<file path="src/rtl/adder_mon_pkg.sv">
// adder_mon_pkg: shared state encoding, widths and golden-sum helper
// for the adder settle monitor.
package adder_mon_pkg;

  typedef enum logic [1:0] {IDLE, OBSERVE, CLOSE} state_e;

  localparam int DEF_WIDTH = 3;
  localparam int VEC_W     = 2*DEF_WIDTH+1;

  function automatic int unsigned golden_sum(
    input int unsigned a,
    input int unsigned b,
    input logic        c0
  );
    return a + b + {31'b0, c0};
  endfunction

endpackage

</file>
<file path="src/rtl/adder_mon_edge_tracker.sv">
// adder_mon_edge_tracker: window cycle counter, sampled-output register
// and last-change capture for one observed output group.
module adder_mon_edge_tracker #(
  parameter int SW    = 4,
  parameter int DLY_W = 8
) (
  input  logic             clk,
  input  logic             rst,
  input  logic             start,
  input  logic             run,
  input  logic [SW-1:0]    dut_sum,
  output logic [DLY_W-1:0] cnt,
  output logic [DLY_W-1:0] chg_nxt
);

  logic [SW-1:0]    d_q;
  logic [DLY_W-1:0] last_chg;

  // value last_chg takes at this edge; the report uses it at window end
  assign chg_nxt = (dut_sum != d_q) ? cnt + DLY_W'(1) : last_chg;

  always_ff @(posedge clk) begin
    if (rst) begin
      cnt      <= '0;
      last_chg <= '0;
      d_q      <= '0;
    end else if (start) begin
      cnt      <= '0;
      last_chg <= '0;
      d_q      <= dut_sum;
    end else if (run) begin
      cnt      <= cnt + DLY_W'(1);
      last_chg <= chg_nxt;
      d_q      <= dut_sum;
    end
  end

endmodule

</file>
<file path="src/rtl/adder_settle_monitor.sv">
// adder_settle_monitor: settle-delay and result checker for an adder.
// Define ADDER_MON_FIRST_FAIL_EN to add first-failure capture ports.
module adder_settle_monitor
  import adder_mon_pkg::*;
#(
  parameter int WIDTH  = DEF_WIDTH,
  parameter int WINDOW = 100,
  parameter int DLY_W  = 8,
  parameter int ERR_W  = 16
) (
  input  logic               clk,
  input  logic               rst,
  input  logic               in_valid,
  input  logic [WIDTH-1:0]   a,
  input  logic [WIDTH-1:0]   b,
  input  logic               c0,
  input  logic [WIDTH:0]     dut_sum,
  output logic               res_valid,
  output logic [DLY_W-1:0]   last_delay,
  output logic               last_ok,
  output logic [DLY_W-1:0]   max_delay,
  output logic [2*WIDTH:0]   max_from,
  output logic [2*WIDTH:0]   max_to,
  output logic [ERR_W-1:0]   mismatch_cnt,
  output logic               err
`ifdef ADDER_MON_FIRST_FAIL_EN
  ,
  output logic [2*WIDTH:0]   fail_vec,
  output logic [WIDTH:0]     fail_got,
  output logic [WIDTH:0]     fail_exp
`endif
);

  localparam int VW = VEC_W + 2*(WIDTH-DEF_WIDTH);
  localparam int SW = WIDTH+1;
  localparam logic [DLY_W-1:0] CNT_END = DLY_W'(WINDOW-2);

  state_e state, state_n;
  logic busy, busy_n, win_end, rpt_ok;
  logic [VW-1:0] in_vec, cur_vec, from_vec, prev_vec;
  logic [VW-1:0] rpt_from, rpt_to;
  logic [SW-1:0] golden, golden_n, rpt_got, rpt_exp;
  logic [DLY_W-1:0] cnt, chg_nxt, rpt_delay;

  assign in_vec   = {a, b, c0};
  assign golden_n = SW'(golden_sum(32'(a), 32'(b), c0));

  // a new vector always starts a window; a running one ends on it
  assign win_end = busy && (in_valid || cnt == CNT_END);
  assign busy_n  = in_valid || (busy && !win_end);
  assign rpt_ok  = rpt_got == rpt_exp;

  assign last_delay = res_valid ? rpt_delay : '0;
  assign last_ok    = res_valid && rpt_ok;

  adder_mon_edge_tracker #(
    .SW    (SW),
    .DLY_W (DLY_W)
  ) u_track (
    .clk     (clk),
    .rst     (rst),
    .start   (in_valid),
    .run     (busy),
    .dut_sum (dut_sum),
    .cnt     (cnt),
    .chg_nxt (chg_nxt)
  );

  always_ff @(posedge clk) begin
    if (rst) state <= IDLE;
    else     state <= state_n;
  end

  always_comb begin
    state_n   = IDLE;
    res_valid = (state == CLOSE);
    unique case (1'b1)
      win_end:             state_n = CLOSE;
      busy_n && !win_end:  state_n = OBSERVE;
      default:             state_n = IDLE;
    endcase
  end

  always_ff @(posedge clk) begin
    if (rst) begin
      busy         <= 1'b0;
      cur_vec      <= '0;
      from_vec     <= '0;
      prev_vec     <= '0;
      golden       <= '0;
      rpt_delay    <= '0;
      rpt_got      <= '0;
      rpt_exp      <= '0;
      rpt_from     <= '0;
      rpt_to       <= '0;
      max_delay    <= '0;
      max_from     <= '0;
      max_to       <= '0;
      mismatch_cnt <= '0;
      err          <= 1'b0;
    end else begin
      busy <= busy_n;
      if (in_valid) begin
        cur_vec  <= in_vec;
        from_vec <= prev_vec;
        prev_vec <= in_vec;
        golden   <= golden_n;
      end
      // freeze the closing window so the next one can start at once
      if (win_end) begin
        rpt_delay <= chg_nxt;
        rpt_got   <= dut_sum;
        rpt_exp   <= golden;
        rpt_from  <= from_vec;
        rpt_to    <= cur_vec;
      end
      if (res_valid) begin
        if (!rpt_ok) begin
          err <= 1'b1;
          if (mismatch_cnt != '1)
            mismatch_cnt <= mismatch_cnt + ERR_W'(1);
        end
        if (rpt_delay > max_delay) begin
          max_delay <= rpt_delay;
          max_from  <= rpt_from;
          max_to    <= rpt_to;
        end
      end
    end
  end

`ifdef ADDER_MON_FIRST_FAIL_EN
  always_ff @(posedge clk) begin
    if (rst) begin
      fail_vec <= '0;
      fail_got <= '0;
      fail_exp <= '0;
    end else if (res_valid && !rpt_ok && !err) begin
      fail_vec <= rpt_to;
      fail_got <= rpt_got;
      fail_exp <= rpt_exp;
    end
  end
`endif

endmodule
</file>
<file path="config.mk">
export PLATFORM = sky130hd
export DESIGN_NAME = adder_settle_monitor
export DESIGN_NICKNAME = d
export VERILOG_FILES = /design/src/rtl/adder_mon_pkg.sv /design/src/rtl/adder_mon_edge_tracker.sv /design/src/rtl/adder_settle_monitor.sv
export SDC_FILE = /design/constraint.sdc
export NUM_CORES = 1
export LEC_CHECK = 0
export CAP_MARGIN = 30
export CORE_UTILIZATION = 52
export CTS_CLUSTER_SIZE = 28
export DETAILED_ROUTE_END_ITERATION = 10
export PLACE_DENSITY = 0.75
export SLEW_MARGIN = 10
export SYNTH_ARGS = -nofsm -noshare
export SYNTH_HDL_FRONTEND = slang
export SYNTH_SLANG_ARGS = --single-unit
</file>
<file path="constraint.sdc">
create_clock -name clk -period 3.05 [get_ports clk]
set_input_delay 0.61 -clock clk [delete_from_list [all_inputs] [get_ports clk]]
set_output_delay 0.61 -clock clk [all_outputs]
set_load 0.02 [all_outputs]
</file>
==> impl_metrics.json <==
{
  "ios": 63,
  "crit_path_end_kind": "output port",
  "wl_mm": 9.89,
  "viasPerCell": 5.30,
  "ys.flop_type": "dfxtp_1",
  "fp-row-count": 35,
  "diodes": 0,
  "routabilityCongestion": 0.816,
  "ys_ff_latch": 110,
  "cts_setup_buffers": 0,
  "numClockSinks": 110,
  "drv_cap": 0,
  "die-area_mm2": 0.0101,
  "stdcell_count": 733,
  "dp.cells": 717,
  "post_cts_resized": 0,
  "max_stage_delay_ns": 0.64,
  "syn_avg_cell_area_um2": 9.00,
  "critPathSlowestCell": "clkdlybuf4s50_1",
  "min_from": "rpt_from[4]",
  "firstDrtPassIters": 5,
  "min_period_ns": 2.52,
  "clk_pin_slew_ns": 0.11,
  "synth_edf_count": 0,
  "ys_async_sr_fraction": 0,
  "synth.net_count": 589,
  "arrival_ns": 1.91,
  "fp.dieH_um": 100,
  "worstRegToRegCells": 6,
  "crit-reg2reg-capture": "max_to[2]",
  "crit_path_start": "rpt_exp[2]",
  "peakVddDrop_mv": 0.224,
  "yosys.area.top_type_share": 0.437,
  "grt_pass1_wl_mm": 16.5,
  "syn_inst": 560,
  "avgRoutedWirePerCell_um": 13.5,
  "crit_chain": "xnor2_1, nand4_1, nor2_1, clkdlybuf4s50_1",
  "nNetsFinal": 628,
  "die_w_um": 100,
  "core_area_mm2": 0.00933,
  "path_depth": 4,
  "cts_root_buffer": "clkbuf_8",
  "place_hpwl_mm": 6.76,
  "crit_type": "flip-flop to output port",
  "timing.reg2reg.setup_slack_ns": 0.80,
  "drt-initial-drc-count": 163,
  "cp.required_ns": 2.44,
  "drv_slew": 0,
  "setup_viol": 0,
  "min_path_cells": 2,
  "cts_tree": "yes",
  "syn_to_final_growth_pct": 16.4,
  "drc": 0,
  "fin_skew_ns": 0.0121,
  "antenna_left": 0,
  "max_slew_margin": 0.406,
  "finalSetupTns_ns": 0,
  "syn-cell-area_mm2": 0.00504,
  "portBuffers": 62,
  "status": "finished clean",
  "fin_crit_sh": 0.826,
  "clk_path_buf_depth": 2,
  "min_to": "rpt_from[4]",
  "grt_usage": 0.203,
  "hp-class": "flip-flop to flip-flop",
  "powerDensity_mw_per_mm2": 430,
  "crit_path_max_fanout": 2,
  "worstMarginPinSlew_ns": 0.891,
  "rr_startpoint": "max_delay[7]",
  "startpoint_type": "flip-flop",
  "htreeDepth": 3,
  "cts_buffers": 9,
  "seq_area_frac_synth": 0.437,
  "drive_above_1_share": 0.0944,
  "yosys.cell_types.count": 55,
  "synth_area_leader_cell": "dfxtp_1",
  "start_util": 0.540,
  "yosys-top-cells-area": "dfxtp_1, a21oi_1, xnor2_1, mux2i_1, nand2_1",
  "final_hold_viol_count": 0,
  "rsz0062_at_grt": "no",
  "vias": 3886,
  "grt_overflow": 0,
  "crit_family": "buffers and inverters",
  "grt_max_degree": 60,
  "grt_pass1_vias": 3508,
  "p_leak_nw": 2.03,
  "insertion_delay_ns": 0.37,
  "cts_hold_repair.buffers": 0,
  "antenna_found_initial": 0,
  "max_freq_mhz": 397,
  "worst-path-buf-inv": 1,
  "ys_warn_count": 0
}
[cells by family (layout without fill, tap and decap cells)]
logic type	count (synthesis)	in the layout	share of synthesized area
DFF	110	110	0.437
buffers and inverters	59	103	0.0539
AOI/OAI and AO/OA	118	118	0.155
xor gates and xnor gates	35	35	0.0608
adders and majority gates	15	15	0.0402
and+or+nand+nor	197	197	0.201
muxes	26	26	0.0519
[power breakdown]
part           internal, W  switching (W)
combinational    0.0000791       0.000108
sequential         0.00147      0.0000259
clock             0.000317       0.000526
[per-layer routing]
| layer | vias to the layer above | share of wire | global-route usage |
|---|---|---|---|
| met5 | - | 0 | 0 |
| met4 | 0 | 0.0071 | 0.0691 |
| met3 | 4 | 0.041 | 0.0326 |
| met2 | 81 | 0.46 | 0.317 |
| met1 | 1814 | 0.49 | 0.287 |
| li1 | 1987 | - | - |
[worst max path at each step]
stage                       end
floorplan           max_from[2]
finish                  last_ok
global placement      golden[1]
detailed placement    golden[1]
CTS                     last_ok
global route            last_ok
[Yosys cell counts (9+ instances only)]
master    instances
xnor2_1          29
dfxtp_1         110
mux2i_1          25
inv_1            18
clkbuf_1         22
nor2_1           58
ha_1             13
a211oi_1          9
nand2_1          65
nand4_1          10
a21oi_1          56
o21ai_0          29
[through the flow]
stage                     utilization  setup slack [ns]  hold WS (ns)  area [um2]  power (W)
after global routing            0.629             0.422         0.474        5870    0.00263
after floorplan                     -              1.07         0.431        5040    0.00166
after global placement          0.608             0.694         0.439        5680    0.00171
after detailed placement        0.608             0.630         0.444        5680    0.00171
final                           0.629             0.531         0.461        5870    0.00252
after CTS                       0.629             0.520         0.462        5870    0.00255
[worst reg2reg max path, cell delays in order, from the launching register on]
cell	delay, ns
dfxtp_1	0.34
inv_1	0.06
ha_1	0.31
nand4_1	0.15
o211a_1	0.60
or3b_2	0.60
a21oi_1	0.14
[placed cells by master (no fill, tap or decap), types with 2 or more instances in the layout]
cell and count:
nand2_1 65, or3b_2 8, inv_8 2, mux2i_1 25, xor2_1 6, o21ai_0 29, a211oi_1 9, nor3_1 3
nand2b_1 8, or2_2 2, inv_1 18, nand3_1 7, or3_1 8, dfxtp_1 110, fa_1 2, and4_1 2
clkdlybuf4s50_1 61, and2_1 8, a211oi_2 8, or3b_1 4, xnor2_1 29, a2111oi_4 2, a211o_1 3, nand4_1 10
buf_4 5, clkinv_4 2, nand3b_1 3, a21oi_1 56, and3_1 2, nor2_1 58, clkbuf_8 9, ha_1 13
[layout make-up]
type / instances / area (um2)
sequential: 110 / 2200
tap: 129 / 161
clock buffer: 9 / 124
clock inverter: 7 / 68.8
multi-input combinational: 391 / 2570
timing repair buffer: 68 / 673
inverter: 19 / 71.3
fill: 818 / 3460
[sequential cells by signal (all words and copies together) (netlist names), 7 cells and up]
signal	cells
u_track.cnt	8
from_vec	7
mismatch_cnt	16
max_delay	8
prev_vec	7
rpt_from	7
u_track.last_chg	8
rpt_delay	8
max_to	7
max_from	7
rpt_to	7
(Power assumes the default switching activity.)
